--- config.mk ---
export PLATFORM = sky130hd
export DESIGN_NAME = skip_slice_sequencer_flat
export DESIGN_NICKNAME = d
export VERILOG_FILES = /design/src/rtl/skip_slice_sequencer_pkg.sv /design/src/rtl/skip_slice_sequencer_if.sv /design/src/rtl/skip_slice_sequencer_group_mux.sv /design/src/rtl/skip_slice_sequencer.sv /design/src/flat_wrapper.sv
export SDC_FILE = /design/constraint.sdc
export NUM_CORES = 1
export LEC_CHECK = 0
export BUFFER_PORTS_ARGS = -buffer_cell sky130_fd_sc_hd__clkbuf_2
export CORE_ASPECT_RATIO = 2
export CORE_UTILIZATION = 30
export DETAILED_ROUTE_END_ITERATION = 6
export PLACE_DENSITY_LB_ADDON = 0.3
export SYNTH_ARGS = -nofsm -noshare
export SYNTH_HDL_FRONTEND = slang
export SYNTH_SLANG_ARGS = --single-unit
--- constraint.sdc ---
create_clock -name clk -period 2 [get_ports clk]
set_input_delay 0.3 -clock clk [delete_from_list [all_inputs] [get_ports clk]]
set_output_delay 0.3 -clock clk [all_outputs]
set_load 0.01 [all_outputs]
--- src/rtl/skip_slice_sequencer_pkg.sv ---
// skip_seq_pkg: shared FSM state type plus width and group-count helpers for the skip slice sequencer
package skip_seq_pkg;
  typedef enum logic {IDLE, STREAM} state_e;
  function automatic int clog2m1(input int n);
    return (n <= 2) ? 1 : $clog2(n);
  endfunction
  function automatic int num_groups(input int total_ch, input int group_ch);
    return total_ch / group_ch;
  endfunction
endpackage

--- src/rtl/skip_slice_sequencer_if.sv ---
// skip_slice_sequencer_if: load handshake (in_valid/in_ready/in_skip) and slice stream (out_valid/out_ready/out_skip/out_group/out_pass/out_last); slave = sequencer side
interface skip_slice_sequencer_if #(
  parameter int DATA_W   = 16,
  parameter int TOTAL_CH = 16,
  parameter int GROUP_CH = 4,
  parameter int PASSES   = 2
);
  localparam int GW = skip_seq_pkg::clog2m1(skip_seq_pkg::num_groups(TOTAL_CH, GROUP_CH));
  localparam int PW = skip_seq_pkg::clog2m1(PASSES);
  logic                         in_valid;
  logic                         in_ready;
  logic [TOTAL_CH*DATA_W-1:0]   in_skip;
  logic                         out_valid;
  logic                         out_ready;
  logic [GROUP_CH*DATA_W-1:0]   out_skip;
  logic [GW-1:0]                out_group;
  logic [PW-1:0]                out_pass;
  logic                         out_last;
  modport master (
    output in_valid, in_skip, out_ready,
    input  in_ready, out_valid, out_skip, out_group, out_pass, out_last
  );
  modport slave (
    input  in_valid, in_skip, out_ready,
    output in_ready, out_valid, out_skip, out_group, out_pass, out_last
  );
endinterface

--- src/rtl/skip_slice_sequencer_group_mux.sv ---
// skip_group_mux: combinational slice select; vec_i (TOTAL_CH*DATA_W) + grp_i (GW) -> slice_o (GROUP_CH*DATA_W), group g = channels g*GROUP_CH..
module skip_group_mux #(
  parameter int DATA_W   = 16,
  parameter int TOTAL_CH = 16,
  parameter int GROUP_CH = 4,
  parameter int GW       = 2
) (
  input  logic [TOTAL_CH*DATA_W-1:0] vec_i,
  input  logic [GW-1:0]              grp_i,
  output logic [GROUP_CH*DATA_W-1:0] slice_o
);
  localparam int SW = GROUP_CH * DATA_W;
  assign slice_o = SW'(vec_i >> (int'(grp_i) * SW));
endmodule

--- src/rtl/skip_slice_sequencer.sv ---
// skip_slice_sequencer: latches one skip vector and replays it as GROUP_CH-channel slices PASSES times; ports clk, rst (sync active-high), skip_io (slave modport)
module skip_slice_sequencer
  import skip_seq_pkg::*;
#(
  parameter int DATA_W   = 16,
  parameter int TOTAL_CH = 16,
  parameter int GROUP_CH = 4,
  parameter int PASSES   = 2
) (
  input logic                    clk,
  input logic                    rst,
  skip_slice_sequencer_if.slave  skip_io
);
  localparam int NG = num_groups(TOTAL_CH, GROUP_CH);
  localparam int GW = clog2m1(NG);
  localparam int PW = clog2m1(PASSES);
  generate
    if (TOTAL_CH % GROUP_CH != 0 || PASSES < 1) begin : g_bad_params
      $error("skip_slice_sequencer: TOTAL_CH must be a multiple of GROUP_CH and PASSES >= 1");
    end
  endgenerate
  state_e                     state_q, state_d;
  logic [TOTAL_CH*DATA_W-1:0] vec_q, vec_d;
  logic [GW-1:0]              grp_q, grp_d;
  logic [PW-1:0]              pass_q, pass_d;
  logic                       last, fire, load, grp_wrap;
  assign grp_wrap = grp_q == GW'(NG - 1);
  assign last     = state_q == STREAM && grp_wrap && pass_q == PW'(PASSES - 1);
  assign fire     = state_q == STREAM && skip_io.out_ready;
  // Accepting the final beat frees the vector register in the same cycle, so a new load needs no bubble.
  assign skip_io.in_ready = !rst && (state_q == IDLE || (fire && last));
  assign load     = skip_io.in_valid && skip_io.in_ready;
  always_comb begin
    state_d = load ? STREAM : (fire && last) ? IDLE : state_q;
    vec_d   = load ? skip_io.in_skip : vec_q;
    grp_d   = load ? '0 : fire ? (grp_wrap ? '0 : grp_q + GW'(1)) : grp_q;
    pass_d  = load ? '0 : (fire && grp_wrap) ? (pass_q == PW'(PASSES - 1) ? '0 : pass_q + PW'(1)) : pass_q;
  end
  always_ff @(posedge clk) begin
    if (rst) begin
      state_q <= IDLE;
      vec_q   <= '0;
      grp_q   <= '0;
      pass_q  <= '0;
    end else begin
      state_q <= state_d;
      vec_q   <= vec_d;
      grp_q   <= grp_d;
      pass_q  <= pass_d;
    end
  end
  skip_group_mux #(
    .DATA_W  (DATA_W),
    .TOTAL_CH(TOTAL_CH),
    .GROUP_CH(GROUP_CH),
    .GW      (GW)
  ) u_mux (
    .vec_i  (vec_q),
    .grp_i  (grp_q),
    .slice_o(skip_io.out_skip)
  );
  assign skip_io.out_valid = state_q == STREAM;
  assign skip_io.out_group = grp_q;
  assign skip_io.out_pass  = pass_q;
  assign skip_io.out_last  = last;
endmodule

--- src/flat_wrapper.sv ---
// flat-port wrapper written by rule: the top's interface ports become plain ports
module skip_slice_sequencer_flat import skip_seq_pkg::*;
#(
  parameter int DATA_W   = 16,
  parameter int TOTAL_CH = 16,
  parameter int GROUP_CH = 4,
  parameter int PASSES   = 2
)
  (clk, rst, skip_io_in_valid, skip_io_in_skip, skip_io_out_ready, skip_io_in_ready, skip_io_out_valid, skip_io_out_skip, skip_io_out_group, skip_io_out_pass, skip_io_out_last);
  skip_slice_sequencer_if #(.DATA_W(DATA_W), .TOTAL_CH(TOTAL_CH), .GROUP_CH(GROUP_CH), .PASSES(PASSES)) skip_io_i ();
  input logic clk;
  input logic rst;
  input wire logic [$bits(skip_io_i.in_valid)-1:0] skip_io_in_valid;
  input wire logic [$bits(skip_io_i.in_skip)-1:0] skip_io_in_skip;
  input wire logic [$bits(skip_io_i.out_ready)-1:0] skip_io_out_ready;
  output wire logic [$bits(skip_io_i.in_ready)-1:0] skip_io_in_ready;
  output wire logic [$bits(skip_io_i.out_valid)-1:0] skip_io_out_valid;
  output wire logic [$bits(skip_io_i.out_skip)-1:0] skip_io_out_skip;
  output wire logic [$bits(skip_io_i.out_group)-1:0] skip_io_out_group;
  output wire logic [$bits(skip_io_i.out_pass)-1:0] skip_io_out_pass;
  output wire logic [$bits(skip_io_i.out_last)-1:0] skip_io_out_last;
  assign skip_io_i.in_valid = skip_io_in_valid;
  assign skip_io_i.in_skip = skip_io_in_skip;
  assign skip_io_i.out_ready = skip_io_out_ready;
  assign skip_io_in_ready = skip_io_i.in_ready;
  assign skip_io_out_valid = skip_io_i.out_valid;
  assign skip_io_out_skip = skip_io_i.out_skip;
  assign skip_io_out_group = skip_io_i.out_group;
  assign skip_io_out_pass = skip_io_i.out_pass;
  assign skip_io_out_last = skip_io_i.out_last;
  skip_slice_sequencer #(.DATA_W(DATA_W), .TOTAL_CH(TOTAL_CH), .GROUP_CH(GROUP_CH), .PASSES(PASSES)) u_core (.clk(clk), .rst(rst), .skip_io(skip_io_i));
endmodule
======== Word-level counts from Yosys, hierarchy flattened ========
Index checks and enable logic that the tools add are counted.
word-level totals
  register bits after elaboration ......... 260
  bits in latches ......................... 0
  memories ................................ 0
  output and inout bits ................... 70
  memory bits (writable) .................. 0
  logic and storage cells ................. 24
  memory bits (read-only) ................. 0
operators by class
  reductions and logical operators ........ 11
  divide/modulo/power cells ............... 0
  add/sub/neg operators ................... 2
  shift operators ......................... 1
  bitwise operators ....................... 1
  $lt $le $gt $ge ......................... 0
  $mul .................................... 0
  multiplexer cells ....................... 4
  equal/unequal tests ..................... 1
operators with widths
  cell                                                            count
  256-bit by 8-bit right shift with 64-bit output                 1
  1-bit logical AND                                               7
  1-bit 2-to-1 mux                                                3
  2-bit by 1-bit adder with 2-bit output (second input constant)  1
  2-bit == test (second input constant)                           1
  2-bit 2-to-1 mux                                                1
  2-bit nonzero test                                              1
  2-bit OR reduction                                              1
  1-bit adder (second input constant)                             1
  1-bit zero test                                                 1
  1-bit logical OR                                                1
  1-bit inverter                                                  1

======== Longest topological paths before layout ========
Gate-level depths: netlist (run 1).
  word-level depth ........................ 8
  gate-level depth with buffers ........... 6
  mapped depth without buffers ............ 4

======== By module ========
From an unflattened synthesis (run 1), not the netlist that was laid out.
second synthesis, totals
  cells, all modules ...................... 672
  area total of the unflattened synthesis .. 9492.9 µm²
by module, submodules not included
  module                area each (µm²)  cells an instance  instances
  skip_slice_sequencer  7870.0           594                1
  skip_group_mux        1622.8           78                 1

======== Worst setup path before layout (run 1) ========
OpenSTA, ideal clock, no wires.
  kind .................................... reg-to-output
  from .................................... register u_core.grp_q[0], in the netlist u_core.skip_io.out_group[0]
  to ...................................... output skip_io_out_skip[0]
  arrival time ............................ 1.561 ns
  required time ........................... 1.700 ns
  stages on the path, launching flop included .. 4
  setup slack ............................. 0.139 ns
  buffers on the path ..................... 2
  cells stage by stage .................... dfxtp_1 buf_2 buf_2 mux4_2
between the ends
  cells in the longest elaborated chain, start to end .. 1
ends and longest elaborated chain
  element                                          line                                  RTL
  start, declared                                  skip_slice_sequencer.sv:24            logic [GW-1:0] grp_q, grp_d;
  start signal, assigned                           skip_slice_sequencer.sv:48            grp_q <= grp_d;
  256-bit by 8-bit right shift with 64-bit output  skip_slice_sequencer_group_mux.sv:13  assign slice_o = SW'(vec_i >> (int'(grp_i) * SW));
  end, declared                                    flat_wrapper.sv:18                    output wire logic [$bits(skip_io_i.out_skip)-1:0] skip_io_out_skip;
Every way passes these cells.

======== Worst setup path in the final report (run 1) ========
  from .................................... register u_core.grp_q[0], in the netlist u_core.skip_io.out_group[0]
  to ...................................... output skip_io_out_skip[43]
Same word-level chain as after synthesis.

==> reports/metrics.cfg, run 1 <==
[status]
status=complete, but fails checks
failed_checks=setup timing

[final_layout]
final_cell_area_um2=15500
layoutNonFillerInstCount=1660
drive_gt1_frac=0.382
syn_to_final_growth_pct=65.5
finalNetCount=1526

[detailed_routing]
avgRoutedWirePerCell_um=19.2
met1Wirelength_um=11300
wl_met2_um=17400
first_iter_violations=360
via_per_inst=5.03
dr_wl_met3_um=1610
dr.max_layer_used=met4
ant_nets=0
drt_wl_total_um=31900
dr.pass1.iters=4
drc=0
via_count=8353

[grt]
grt_pass1_wl_um=48200
grt.total_usage=0.193
gr-total-overflow=0
antenna_found_initial=5
grt_max_degree=77
grt_pass1_vias=9221

[critical_path]
reg2regPathDepth=8
required_ns=1.70
rr_endpoint=u_core.vec_q[251]
cp_common_cell=buf_12
crit_type=reg -> out
r2r_slack_ns=0.06
startpoint_type=register
rr_startpoint=u_core.skip_io.out_group[0]
crit_chain=buf_12 > buf_16 > buf_12 > mux4_2 > buf_8
worstPathArrival_ns=1.98
cp_num_buf_inv=4
crit_path_end_kind=primary output
slowest_delay_ns=0.52
slowest_stage=mux4_2
worstPathMaxFanout=8
critPathTopFamily=buffers and inverters

[synth]
ys_async_sr_fraction=0
yosysTopAreaCellShare=0.557
yosys.area.top_type=dfxtp_1
synth_commonest_cells=260 x dfxtp_1, 256 x a22o_1, 64 x mux4_2, 38 x buf_2, 22 x clkbuf_1
synth_ff_type=dfxtp_1
synth_area_um2=9340
synth.avg_cell_area_um2=13.9
yosysWarnings=0
ys_seq_elements=260
seq_area_frac_synth=0.557
ys_top_cells_by_area=dfxtp_1 56%, a22o_1 24%, mux4_2 15%
synth_most_common_cell=dfxtp_1
synth-edff-count=0
postSynthCellCount=671
ys_types=21
syn_nets=932

[place]
gp_congestion=0.804
dp_slack_ns=0.175
port_buffers=329
post_dp_cell_area_um2=11700
dp_hpwl_um=20300
dpl.cell_count=1337

[timing]
tns_ns=-14.93
drv_slew=0
period_needed_ns=2.28
timing.final.crit_share=1.14
fin_worst_skew_ns=0.0171
layout_setup_ws_ns=-0.279
finalSetupViolCount=64
worst_pin_slew_ns=0.469
holdWs_ns=0.0635
final_hold_viol_count=0
clock.fmax_mhz=439
slew_headroom=0.687
rsz0062_at_grt=yes

[clock_tree]
clock_latency_ns=0.54
htree_levels=1
cts_tree=done
cts_buffers=25
cts.reportedPaths.clkPinSlew_ns=0.07
root_buffer=clkbuf_16
cts_max_path_buffers=3
cts_sinks=260

[die]
start_util=0.304
coreArea_um2=30700
io_pins=330
die_x_um=127
die-area_um2=31900
die_h_um=252
rows=91

[hold_path]
hold_end=u_core.skip_io.out_group[1]
hp-start=skip_io_out_ready
holdPathStages=3
hp-class=in -> reg

[power]
power.leakage_nw=6.74
peakVddDrop_v=0.000653
powerDensity_nw_per_um2=790

[run]
drv_cap=0

==> logic make-up (layout without fill, tap and decap cells) <==
group                      after synthesis  in the layout  synth area share
buffers and inverters                   70            681            0.0332
other                                    0              6                 0
and+or+nand+nor                         14             14           0.00924
muxes                                   65             65             0.155
xor gates and xnor gates                 1              1          0.000938
DFF                                    260            260             0.557
adders and majority gates                1              1           0.00134
AOI/OAI and AO/OA                      260            260             0.243
==> tightest hold or removal path, stage by stage <==
cell and delay [ns]:
clkbuf_2 0.13, nand3_1 0.09, a21boi_1 0.05
==> layout make-up <==
cell class,instances,area (µm²)
repair buffers,637,5100
multi-input cells,341,3860
clock buffers,32,682
well taps,372,465
flip-flops and latches,260,5210
clock inverters,12,130
fillers,2622,15300
diodes,6,15.0
==> placed cells by master (no fill, tap or decap), drive strengths merged, types with 2 or more instances in the layout <==
cell type and count:
dfxtp 260, nor2 2, nand3 3, bufinv 2, nor2b 2, inv 2, clkbuf 351, nand2 2
diode 6, clkinv 7, a22o 256, mux4 64, a21oi 3, buf 60, dlygate4sd3 258
==> report_power, final <==
group / internal (mW) / switching, mW / leakage [nW]
registers: 5.49 / 0.172 / 2.14
clock network: 2.68 / 2.09 / 0.401
logic: 1.10 / 0.681 / 4.20
==> metrics by stage <==
stage               total power [mW]   util
floorplan                       6.39      -
detailed placement              7.02  0.380
global route                    12.7  0.503
finish                          12.2  0.503
global placement                7.00  0.380
CTS                             12.3  0.496
==> how the worst max path moves through the flow <==
stage	start	end	slack, ns	depth (start not counted)
2_1_floorplan	u_core.skip_io.out_group[0]	skip_io_out_skip[0]	0.14	3
3_3_place_gp	u_core.skip_io.out_group[0]	skip_io_out_skip[36]	0.18	4
3_5_place_dp	u_core.skip_io.out_group[0]	skip_io_out_skip[36]	0.17	4
4_1_cts	u_core.skip_io.out_group[0]	skip_io_out_skip[43]	-0.30	5
5_1_grt	u_core.skip_io.out_group[0]	skip_io_out_skip[36]	-0.33	4
6_report	u_core.skip_io.out_group[0]	skip_io_out_skip[43]	-0.28	5
==> layer usage <==
metal / up-vias / track usage
li1: 3903 / -
met1: 4058 / 0.196
met2: 301 / 0.364
met3: 91 / 0.0350
met4: 0 / 0.112
met5: - / 0
==> timing repair <==
| action | 4_1_cts | 5_1_grt |
|---|---|---|
| pin swaps | 0 | 3 |
| buffers inserted | 7 | 3 |
| gates cloned | 2 | 3 |
| gates resized for setup | 16 | 36 |
| hold buffers | 258 | 0 |
| hold endpoints to repair | 257 | 0 |
| setup endpoints to repair | 65 | 124 |
==> sequential cells by signal, summed over array words and instances (netlist names) <==
register / flops
u_core.skip_io.out_pass: 1
u_core.vec_q: 256
u_core.skip_io.out_group: 2
u_core.skip_io.out_valid: 1
Note: power is estimated with default switching activity, not from simulation.
==> run 2, diff against run 1 <==
Settings changed: BUFFER_PORTS_ARGS -buffer_cell sky130_fd_sc_hd__clkbuf_2 to not set, DONT_BUFFER_PORTS set to 1.
==> reports/metrics.cfg, run 2 <==
[die]
rows=91
die_h_um=252
start_util=0.304
die_x_um=127
io_pins=330

[clock_tree]
post_cts_buffers=2
cts_sinks=260
cts_resized=10
htree_levels=1
cts_hold_buf=210
cts_buffers=24
root_buffer=clkbuf_16
cts_max_path_buffers=3

[synth]
synth_most_common_cell=dfxtp_1
synth_area_um2=9340
postSynthCellCount=671
ys_seq_elements=260
syn_nets=932
ys_types=21
yosysTopAreaCellShare=0.557
yosysWarnings=0
yosys.area.top_type=dfxtp_1
synth_ff_type=dfxtp_1
synth.avg_cell_area_um2=13.9
ys_async_sr_fraction=0
seq_area_frac_synth=0.557
ys_top_cells_by_area=dfxtp_1 56%, a22o_1 24%, mux4_2 15%
synth-edff-count=0
synth_commonest_cells=260 x dfxtp_1, 256 x a22o_1, 64 x mux4_2, 38 x buf_2, 22 x clkbuf_1

[place]
gp_congestion=0.822
dpl.cell_count=999
port_buffers=0
dp_hpwl_um=19000

[status]
lastStage=clock tree synthesis
toolErrorMsg=[ERROR RSZ-0060] Max buffer count reached.
status=did not finish

==> run 2: cell counts after synthesis <==
No cell type changed its count.
==> run 2: metrics by stage <==
| step | area (µm²) | worst slack, ns |
|---|---|---|
| after floorplan | 9340 | 0.139 |
| after global placement | 9860 | 0.221 |
| after detailed placement | 9860 | 0.140 |
==> run 2: kinds of logic after synthesis <==
| logic type | count (synthesis) | synth area share |
|---|---|---|
| compound gates | 260 | 0.243 |
| flops | 260 | 0.557 |
| mux | 65 | 0.155 |
| simple gates | 14 | 0.00924 |
| buf+inv | 70 | 0.0332 |
| xor+xnor | 1 | 0.000938 |
| fa+ha+maj | 1 | 0.00134 |
==> run 3, diff against run 2 <==
Settings changed: CORE_ASPECT_RATIO 2 to not set, CORE_UTILIZATION 30 to 20, PLACE_DENSITY_LB_ADDON 0.3 to 0.15.
==> reports/metrics.cfg, run 3 <==
[status]
status=did not finish
lastStage=clock tree synthesis
toolErrorMsg=[ERROR RSZ-0060] Max buffer count reached.

[synth]
synth_commonest_cells=260 x dfxtp_1, 256 x a22o_1, 64 x mux4_2, 38 x buf_2, 22 x clkbuf_1
synth-edff-count=0
ys_top_cells_by_area=dfxtp_1 56%, a22o_1 24%, mux4_2 15%
yosysTopAreaCellShare=0.557
synth_area_um2=9340
ys_seq_elements=260
synth.avg_cell_area_um2=13.9
synth_most_common_cell=dfxtp_1
seq_area_frac_synth=0.557
ys_types=21
synth_ff_type=dfxtp_1
syn_nets=932
yosysWarnings=0
ys_async_sr_fraction=0
postSynthCellCount=671
yosys.area.top_type=dfxtp_1

[place]
port_buffers=0
dp_slack_ns=0.134
gp_congestion=0.768
dp_hpwl_um=18400

[die]
start_util=0.204
die_x_um=218
die_h_um=218
rows=78
io_pins=330

[clock_tree]
htree_levels=1
cts_resized=5
cts_hold_buf=258
post_cts_buffers=4
cts_buffers=31
cts_max_path_buffers=3
cts_sinks=260
root_buffer=clkbuf_16

run 3: cell families after synthesis:
kind of cell,count (synthesis),synth area share
compound gates,260,0.243
xor+xnor,1,0.000938
flops,260,0.557
buf+inv,70,0.0332
mux,65,0.155
fa+ha+maj,1,0.00134
simple gates,14,0.00924
run 3: metrics by stage:
step	util	std cells	area [µm²]	hold slack, ns
detailed placement	0.223	1226	10200	0.386
global placement	0.223	1226	10200	0.378
floorplan	-	671	9340	0.372
